$ cat config.mk
export PLATFORM = sky130hd
export DESIGN_NAME = rr_priority_encoder_flat
export DESIGN_NICKNAME = d
export VERILOG_FILES = /design/src/rtl/rr_priority_encoder_pkg.sv /design/src/rtl/rr_priority_encoder_if.sv /design/src/rtl/rr_priority_encoder_prio_pick.sv /design/src/rtl/rr_priority_encoder.sv /design/src/flat_wrapper.sv
export SDC_FILE = /design/constraint.sdc
export NUM_CORES = 1
export LEC_CHECK = 0
export ABC_AREA = 0
export CORE_MARGIN = 2
export CORE_UTILIZATION = 48
export DETAILED_ROUTE_END_ITERATION = 10
export PLACE_DENSITY = 0.85
export REMOVE_ABC_BUFFERS = 1
export SLEW_MARGIN = 10
export SYNTH_ARGS = -nofsm -noshare
export SYNTH_HDL_FRONTEND = slang
export SYNTH_SLANG_ARGS = --single-unit
$ cat constraint.sdc
create_clock -name clk -period 3.26 [get_ports clk]
set_input_delay 0.489 -clock clk [delete_from_list [all_inputs] [get_ports clk]]
set_output_delay 0.489 -clock clk [all_outputs]
set_load 0.005 [all_outputs]
$ cat src/rtl/rr_priority_encoder_pkg.sv
// Shared types and helpers for the round-robin priority encoder.
//   state_e    : arbiter FSM states (IDLE, GRANT)
//   MODE_FIXED : highest set request index wins
//   MODE_RR    : round-robin, previous winner gets lowest priority
//   idx_w()    : width of a grant index for N requesters
package rr_priority_encoder_pkg;

  typedef enum logic {
    IDLE  = 1'b0,
    GRANT = 1'b1
  } state_e;

  localparam logic MODE_FIXED = 1'b0;
  localparam logic MODE_RR    = 1'b1;

  // At least one bit so N=1 corner cases still elaborate.
  function automatic int idx_w(input int n);
    return (n <= 1) ? 1 : $clog2(n);
  endfunction

endpackage

$ cat src/rtl/rr_priority_encoder_if.sv
// Request/grant bundle between requesters and the encoder.
//   req          : N request lines, bit i is requester i
//   mode         : MODE_FIXED / MODE_RR
//   ack          : consumer is done with the current grant
//   grant_valid  : a grant is held
//   grant_idx    : index of the granted requester
//   grant_onehot : one-hot form of grant_idx, zero when no grant
// master = requester/consumer side, slave = encoder side.
interface rr_priority_encoder_if
  import rr_priority_encoder_pkg::*;
#(
  parameter int N = 8
);
  localparam int W = idx_w(N);

  logic [N-1:0] req;
  logic         mode;
  logic         ack;
  logic         grant_valid;
  logic [W-1:0] grant_idx;
  logic [N-1:0] grant_onehot;

  modport master (
    output req, mode, ack,
    input  grant_valid, grant_idx, grant_onehot
  );

  modport slave (
    input  req, mode, ack,
    output grant_valid, grant_idx, grant_onehot
  );

endinterface

$ cat src/rtl/rr_priority_encoder_prio_pick.sv
// Combinational winner selection.
//   req   : request lines
//   start : first index searched in round-robin mode (search runs downward)
//   mode  : MODE_FIXED ignores start and searches from N-1
//   idx   : winning index (don't-care when any = 0)
//   any   : at least one request is set
// req is rotated so that the start index lands in the MSB, an MSB-first
// pick runs on the rotated vector, and the result is rotated back.
module rr_priority_encoder_prio_pick
  import rr_priority_encoder_pkg::*;
#(
  parameter  int N = 8,
  localparam int W = idx_w(N)
) (
  input  logic [N-1:0] req,
  input  logic [W-1:0] start,
  input  logic         mode,
  output logic [W-1:0] idx,
  output logic         any
);

  logic [W-1:0] top_s;  // index that maps onto the rotated MSB
  logic [W:0]   sh;     // rotate amount, 1..N
  logic [N-1:0] rot;
  logic [W-1:0] pj;
  logic [W:0]   sum;

  always_comb begin
    top_s = (mode == MODE_RR) ? start : W'(N - 1);
    sh    = {1'b0, top_s} + (W+1)'(1);
    // Bit j of the doubled vector shifted by sh is req[(top_s+1+j) mod N],
    // so rot[N-1] = req[top_s], rot[N-2] = req[top_s-1], and so on.
    rot   = N'({req, req} >> sh);
    pj    = '0;
    for (int j = 0; j < N; j++) begin
      if (rot[j]) pj = W'(j);
    end
    sum   = {1'b0, pj} + sh;
    idx   = (sum >= (W+1)'(N)) ? W'(sum - (W+1)'(N)) : sum[W-1:0];
    any   = |req;
  end

endmodule

$ cat src/rtl/rr_priority_encoder.sv
// Registered N-input priority encoder with grant/ack handshake.
//   clk : rising-edge clock
//   rst : asynchronous, active-high reset
//   bus : rr_priority_encoder_if slave modport (req/mode/ack in,
//         grant_valid/grant_idx/grant_onehot out)
// A winner is registered from IDLE, held unchanged through GRANT until ack,
// and recorded in last_ptr on release so round-robin continues after it.
// N must match the N of the connected interface instance.
module rr_priority_encoder
  import rr_priority_encoder_pkg::*;
#(
  parameter  int N = 8,
  localparam int W = idx_w(N)
) (
  input  logic                  clk,
  input  logic                  rst,
  rr_priority_encoder_if.slave  bus
);

  state_e       state_q,        state_d;
  logic         grant_valid_q,  grant_valid_d;
  logic [W-1:0] grant_idx_q,    grant_idx_d;
  logic [N-1:0] grant_onehot_q, grant_onehot_d;
  logic [W-1:0] last_ptr_q,     last_ptr_d;

  logic [W-1:0] start;
  logic [W-1:0] pick_idx;
  logic         pick_any;

  // Round-robin search starts one below the previous winner, wrapping.
  always_comb begin
    start = (last_ptr_q == '0) ? W'(N - 1) : last_ptr_q - W'(1);
  end

  rr_priority_encoder_prio_pick #(.N(N)) u_prio_pick (
    .req   (bus.req),
    .start (start),
    .mode  (bus.mode),
    .idx   (pick_idx),
    .any   (pick_any)
  );

  always_comb begin
    state_d        = state_q;
    grant_valid_d  = grant_valid_q;
    grant_idx_d    = grant_idx_q;
    grant_onehot_d = grant_onehot_q;
    last_ptr_d     = last_ptr_q;
    unique case (state_q)
      IDLE: begin
        if (pick_any) begin
          grant_valid_d  = 1'b1;
          grant_idx_d    = pick_idx;
          grant_onehot_d = N'(1) << pick_idx;
          state_d        = GRANT;
        end
      end
      GRANT: begin
        // req and mode are ignored here; only ack ends the grant.
        if (bus.ack) begin
          grant_valid_d  = 1'b0;
          grant_onehot_d = '0;
          last_ptr_d     = grant_idx_q;  // grant_idx itself is left as-is
          state_d        = IDLE;
        end
      end
      default: state_d = IDLE;
    endcase
  end

  always_ff @(posedge clk or posedge rst) begin
    if (rst) begin
      state_q        <= IDLE;
      grant_valid_q  <= 1'b0;
      grant_idx_q    <= '0;
      grant_onehot_q <= '0;
      last_ptr_q     <= '0;
    end else begin
      state_q        <= state_d;
      grant_valid_q  <= grant_valid_d;
      grant_idx_q    <= grant_idx_d;
      grant_onehot_q <= grant_onehot_d;
      last_ptr_q     <= last_ptr_d;
    end
  end

  assign bus.grant_valid  = grant_valid_q;
  assign bus.grant_idx    = grant_idx_q;
  assign bus.grant_onehot = grant_onehot_q;

endmodule

$ cat src/flat_wrapper.sv
// flat-port wrapper written by rule: the top's interface ports become plain ports
module rr_priority_encoder_flat import rr_priority_encoder_pkg::*;
#(
  parameter  int N = 8,
  localparam int W = idx_w(N)
)
  (clk, rst, bus_req, bus_mode, bus_ack, bus_grant_valid, bus_grant_idx, bus_grant_onehot);
  rr_priority_encoder_if #(.N(N)) bus_i ();
  input  logic clk;
  input  logic rst;
  input wire logic [$bits(bus_i.req)-1:0] bus_req;
  input wire logic [$bits(bus_i.mode)-1:0] bus_mode;
  input wire logic [$bits(bus_i.ack)-1:0] bus_ack;
  output wire logic [$bits(bus_i.grant_valid)-1:0] bus_grant_valid;
  output wire logic [$bits(bus_i.grant_idx)-1:0] bus_grant_idx;
  output wire logic [$bits(bus_i.grant_onehot)-1:0] bus_grant_onehot;
  assign bus_i.req = bus_req;
  assign bus_i.mode = bus_mode;
  assign bus_i.ack = bus_ack;
  assign bus_grant_valid = bus_i.grant_valid;
  assign bus_grant_idx = bus_i.grant_idx;
  assign bus_grant_onehot = bus_i.grant_onehot;
  rr_priority_encoder #(.N(N)) u_core (.clk(clk), .rst(rst), .bus(bus_i));
endmodule
### Word level (Yosys, flattened, before mapping)

Cells that the tools add are included.

* flip-flop bits (word level): 16
* input port bits: 12
* output and inout bits: 12

* add/subtract/negate cells: 4
* magnitude comparators: 1
* equality and inequality tests: 2
* shifts and indexed selects: 2
* multiplexer cells: 19
* bitwise operators: 1
* reduce and logical (&&, ||, !) cells: 5

Operator list (count)
* 3-bit 2-to-1 mux: 9
* 8-bit 2-to-1 mux: 2
* 8-bit case mux with 2 select lines: 1
* 16-bit by 4-bit right shift with 8-bit output: 1
* 8-bit OR reduction: 1
* 1-bit by 3-bit << shifter with 8-bit output, first input constant: 1
* 2-bit AND reduction: 3
* 3-bit by 1-bit subtractor with 3-bit output, second input constant: 2
* 1-bit 2-to-1 mux: 5
* 3-bit by 1-bit adder with 4-bit output, second input constant: 1
* 3-bit by 4-bit adder with 4-bit output: 1
* 4-bit >= comparator, second input constant: 1
* 1-bit case mux with 2 select lines: 2
* 3-bit zero test: 1
* 2-bit by 1-bit != test with 1-bit output, second input constant: 1
* 2-bit != test, second input constant: 1
* 1-bit inverter: 1

### Depth between registers and ports, before layout

Gate-level depths: netlist (run 1).

* word-level depth: 18
* depth in mapped cells: 18

### Hierarchy

Synthesis (run 1) repeated with hierarchy kept, for this count alone.

* cell total of the unflattened synthesis: 126
* area, all modules: 1307.5 µm²

Modules (own cells, without submodules)
* rr_priority_encoder: times used 1, cells each 51, area an instance 678.2 µm², seq. area each 400.4 µm²
* rr_priority_encoder_prio_pick: times used 1, cells each 75, area an instance 629.4 µm², seq. area each 0.0 µm²

### Least setup slack after synthesis (run 1)

Ideal clock, no wire load.

* path kind: reg-to-reg
* start point: register u_core.last_ptr_q[0]
* end point: register u_core.grant_idx_q[2] (netlist: u_core.bus.grant_idx[2])
* setup time: 120 ps
* data arrival time: 3374 ps
* path slack: -235 ps
* stages on the path, launching flop included: 19
* buffers on the path: 3
* cells stage by stage: dfrtp_1 > buf_6 > buf_6 > inv_2 > ha_1 > ha_1 > and3b_1 > buf_6 > a221oi_4 > a22oi_4 > nand2_1 > a21oi_1 > nor2_1 > ha_1 > fa_1 > nand3b_1 > and4bb_4 > nor2_1 > o211a_1

* cells in the longest elaborated chain, start to end: 15
* elaborated cells on any way between the ends: 17

Ends and longest elaborated chain
* from (decl): RTL line rr_priority_encoder.sv:24 `logic [W-1:0] last_ptr_q, last_ptr_d;`
* from (signal assigned): RTL line rr_priority_encoder.sv:83 `last_ptr_q <= last_ptr_d;`
* 3-bit by 1-bit subtractor with 3-bit output / 3-bit zero test (equally long branches): RTL line rr_priority_encoder.sv:32 `start = (last_ptr_q == '0) ? W'(N - 1) : last_ptr_q - W'(1);`
* 3-bit 2-to-1 mux (*): RTL line rr_priority_encoder.sv:32
* 3-bit 2-to-1 mux (*): RTL line rr_priority_encoder_prio_pick.sv:29 `top_s = (mode == MODE_RR) ? start : W'(N - 1);`
* 3-bit by 1-bit adder with 4-bit output (*): RTL line rr_priority_encoder_prio_pick.sv:30 `sh = {1'b0, top_s} + (W+1)'(1);`
* 16-bit by 4-bit right shift with 8-bit output: RTL line rr_priority_encoder_prio_pick.sv:33 `rot = N'({req, req} >> sh);`
* 1-bit 2-to-1 mux: RTL line rr_priority_encoder_prio_pick.sv:36 `if (rot[j]) pj = W'(j);`
* 3-bit 2-to-1 mux (6 in a row): RTL line rr_priority_encoder_prio_pick.sv:36
* 3-bit by 4-bit adder with 4-bit output (*): RTL line rr_priority_encoder_prio_pick.sv:38 `sum = {1'b0, pj} + sh;`
* 4-bit >= comparator / 3-bit by 1-bit subtractor with 3-bit output (equally long branches): RTL line rr_priority_encoder_prio_pick.sv:39 `idx = (sum >= (W+1)'(N)) ? W'(sum - (W+1)'(N)) : sum[W-1:0];`
* 3-bit 2-to-1 mux (*): RTL line rr_priority_encoder_prio_pick.sv:39
* to (signal assigned): RTL line rr_priority_encoder.sv:81 `grant_idx_q <= grant_idx_d;`
* to (decl): RTL line rr_priority_encoder.sv:22 `logic [W-1:0] grant_idx_q, grant_idx_d;`

Mark *: on every way between the ends. The rest lies on a longest branch, timed or not.
A chain may end at the register's enable or synchronous reset.

### Worst setup path in the final report (run 1)

* start point: register u_core.last_ptr_q[1]
* end point: register u_core.grant_idx_q[2] (netlist: u_core.bus.grant_idx[2])

Same word-level chain as after synthesis.

==> results of run 1 <==
cell families (layout without fill, tap and decap cells):
logic type      count (synthesis)  in the layout
fa+ha+maj                       4              4
mux                            13             13
flops                          16             16
simple gates                   54             54
buf+inv                        16             69
compound gates                 54             54
stage by stage:
stage	setup slack [ps]	util (%)	total power [mW]	setup TNS, ps	hold WS, ps
2_1_floorplan	-457	-	1.12	-3600	403
3_3_place_gp	-218	62.8	1.56	-1400	491
3_5_place_dp	-377	62.8	1.60	-2970	515
4_1_cts	0.572	64.9	1.79	0	536
5_1_grt	-92.8	68.6	2.09	-373	538
6_report	16.4	68.6	1.96	0	533
where the power goes:
| group | switching, mW | internal [mW] | leakage, nW | total, mW |
|---|---|---|---|---|
| registers | 0.0524 | 0.264 | 0.198 | 0.316 |
| clock network | 0.0665 | 0.0682 | 0.0210 | 0.135 |
| logic | 0.742 | 0.767 | 0.657 | 1.51 |
final timing paths:
kind / depth (start not counted) / slack, ps / end
worst max-delay path: 15 / 20 / u_core.bus.grant_idx[2]$_DFFE_PP0P_
worst min-delay path: 1 / 530 / u_core.last_ptr_q[2]$_DFFE_PP0P_
worst max register to register: 15 / 20 / u_core.bus.grant_idx[2]$_DFFE_PP0P_
worst min register to register: 1 / 530 / u_core.last_ptr_q[2]$_DFFE_PP0P_
max in group asynchronous: 2 / 2320 / u_core.bus.grant_idx[0]$_DFFE_PP0P_
min in group asynchronous: 2 / 550 / u_core.bus.grant_onehot[3]$_DFFE_PP0P_
metal layers:
metal,up-vias,track usage (%),wire [um]
li1,702,-,-
met5,-,0,0
met1,714,28.1,1690
met3,15,3.06,186
met2,45,46.5,2430
met4,0,9.52,127
cells in the mapped netlist, types with 2 or more instances:
cell        n
o21bai_1    3
nand2b_1    4
a22oi_1     7
a31oi_2     2
buf_4       2
nand4bb_1   2
a21oi_1    16
a211oi_1    5
dfrtp_1    16
mux2_2      3
nor3b_1     3
nand3b_1    2
and4bb_4    2
buf_6       4
nor4_1      2
o22ai_1     3
mux2i_1     8
nand2_1    11
or2b_1      2
nor2_1     13
o211ai_1    2
o21ai_0     2
and4bb_2    3
inv_1       8
ha_1        3
final cells by class:
| cell class | instances | area share [%] |
|---|---|---|
| Sequential cell | 16 | 19.4 |
| Inverter | 9 | 1.64 |
| Clock buffer | 4 | 1.76 |
| Tap cell | 33 | 2.00 |
| Timing Repair Buffer | 56 | 23.2 |
| Multi-Input combinational cell | 125 | 52.0 |
what timing repair did:
item,in CTS,in global routing
buffers inserted,0,6
hold buffers,0,0
cloned,0,1
gates resized for setup,6,16
setup endpoints to repair,9,9
pin swaps,1,18
flip-flops by register name, indices dropped and copies added (netlist names):
| name | flops |
|---|---|
| u_core.last_ptr_q | 3 |
| u_core.bus.grant_valid | 1 |
| u_core.bus.grant_onehot | 8 |
| u_core.bus.grant_idx | 3 |
| u_core.state_q | 1 |
==> qor.log, run 1 <==
[route] number of DRC violations after detailed-routing iteration 0 83
[critical_path] Worst path slowest cell dfrtp_1
[layout] Syn-to-layout area delta 38.8%
[place] number of buffers inserted by port buffering 23
[timing] final hold vios 0
[floorplan] I/O pin count 24
[global_route] maximum number of pins on one net before global-route repair 23
[run_status] outcome finished, final reports clean
[layout] Sequential Area 400 sq um
[layout] Final Instance Count excl. Fillers 243
[clock_tree] sinks on the clock net 16
[layout] post-route cell area 2060 sq um
[synth] number of distinct library cell variants in the gate-level netlist after synthesis 54
[critical_path] worst reg2reg startpoint u_core.last_ptr_q[1]$_DFFE_PP0P_
[power_and_ir_drop] leakage power summed over all cells 0.876 nW
[timing] max_slew headroom 59.8%
[hold_path] start point of the worst hold path u_core.last_ptr_q[2]$_DFFE_PP0P_
[synth] cell types with the largest area share after synthesis dfrtp_1 (27%), a21oi_1 (5.4%), mux2i_1 (5.4%)
[timing] number of pins exceeding their max-slew limit in the final report 0
[synth] top flip-flop cell by instance count after synthesis dfrtp_1
[critical_path] top fanout value on the critical path 9
[route] detail-routed net length per standard cell 18.3 um
[synth] flops & latches, synth 16
[global_route] wire length of the first global-routing pass 6670 um
[synth] Post-Syn Area per Cell 9.46 sq um
[power_and_ir_drop] power density cells 951 nW/um^2
[synth] synthesized cell area 1490 sq um
[critical_path] data required time of the worst path 3440 ps
[synth] proportion of synthesized area in mux cells 9.60%
[place] number of cells after detailed placement 232
[critical_path] element type at the critical path start flip-flop
[floorplan] area inside the core boundary 3000 sq um
[synth] dominant cell type by area after synthesis dfrtp_1
[timing] Clock Skews 5.11 ps
[power_and_ir_drop] Worst VDD drop 0.633 mV
[clock_tree] H-tree Lvls 1
[timing] RSZ-0062 raised after global routing yes
[critical_path] kind of cell adding the most delay to the critical path adder cells
[layout] share of layout cells above drive strength 1 35.2%
[timing] maximum clock frequency 0.308 GHz
[route] total iterations of the first detailed-routing run 6
[clock_tree] CTS Root Cell clkbuf_4
[clock_tree] CTS tree done
[layout] Layout Nets 227
[layout] total inserted antenna cells 0
[synth] instance count of the mapped netlist 157
[critical_path] CP Capture Type flip-flop
[place] placer's final routability congestion estimate 0.872
[route] number of nets with antenna violations after routing 0
[critical_path] critical-path cell list inv_2 > ha_4 > buf_6 > mux2i_1 > a22oi_1 > o22a_1 > a21oi_1 > a21oi_2 > nor2_1 > ha_2 > fa_2 > nand3b_1 > and4bb_4 > nor2_1 > o211a_1
[floorplan] area of the die 3560 sq um
[layout] most frequent cells in the layout buf_4 (31), clkdlybuf4s50_1 (22), dfrtp_1 (16)
[synth] post-synthesis compound-gate area fraction 29.2%
[layout] most frequent standard cell in the layout excluding fill and tap cells buf_4
[global_route] total global-route track usage 24.8%
[critical_path] Critical Path Start u_core.last_ptr_q[1]$_DFFE_PP0P_
[layout] layout filler cell count 222
[timing] min cycle time layout 3240 ps
[route] overall routed net length 4440 um
[clock_tree] Skew-Pair Late Insertion Delay 300 ps
[place] total placed instance area 1890 sq um
[floorplan] horizontal die dimension 59.6 um
[synth] post-synthesis share of cell area spent on full adders, half adders and majority gates 3.88%
[route] routed via count divided by cell count 6.07
[critical_path] Most Frequent Cell on Critical Path nor2_1
[run] number of max-cap violations 0
[timing] final-report setup violation count 0
[synth] yosys warns 0
[synth] area share of the largest cell type after synthesis 27.0%
[synth] XOR/XNOR Fraction of Synth Area 0%
[global_route] final global-route overflow total 0
[route] count of unresolved DRC violations after routing 0
[timing] period utilisation layout 99.5%
[synth] fraction of the mapped netlist area in simple logic gates 23.7%
[synth] count of flip-flops with a built-in enable after synthesis 0
[floorplan] Die Y 59.6 um
[synth] sequential fraction of the synthesis area 27.0%
[critical_path] class of the most critical setup path reg2reg
[floorplan] starting density of the core 49.5%
[timing] transition time of the tightest slew-check pin 602 ps
[global_route] number of global-route vias before repair 1519
[hold_path] Worst Hold Class reg2reg
[synth] dominant combinational cell family by area after synthesis compound AO/OA/AOI/OAI gates
[floorplan] row count 20
[global_route] antenna violations before repair 0
[clock_tree] Clock Tree Buf Depth 2
[synth] async set-reset flop share out of synthesis 100%
[clock_tree] number of buffers created by CTS 3
[clock_tree] clk slew on worst S/H paths 100 ps
[critical_path] data arrival time of the critical path 3420 ps
[critical_path] worst path buffer plus inverter count 2
[place] HPWL after DPL 3080 um
[critical_path] delay of the slowest critical-path stage 410 ps
[route] via count 1476
[layout] multi-input gate area in the final layout 1070 sq um
Note: power is estimated with default switching activity, not from simulation.
==> inputs of run 2 (changes only) <==
--- a/config.mk
+++ b/config.mk
@@ -11,7 +11,6 @@
 export DETAILED_ROUTE_END_ITERATION = 10
 export PLACE_DENSITY = 0.85
 export REMOVE_ABC_BUFFERS = 1
-export SLEW_MARGIN = 10
 export SYNTH_ARGS = -nofsm -noshare
 export SYNTH_HDL_FRONTEND = slang
 export SYNTH_SLANG_ARGS = --single-unit
==> results of run 2 <==
Final layout, timing and power as in run 1 (identical DEF).
==> inputs of run 3 (changes only) <==
--- a/config.mk
+++ b/config.mk
@@ -8,6 +8,7 @@
 export ABC_AREA = 0
 export CORE_MARGIN = 2
 export CORE_UTILIZATION = 48
+export CTS_CLUSTER_SIZE = 28
 export DETAILED_ROUTE_END_ITERATION = 10
 export PLACE_DENSITY = 0.85
 export REMOVE_ABC_BUFFERS = 1
==> results of run 3 <==
Final layout, timing and power as in run 1 (identical DEF).
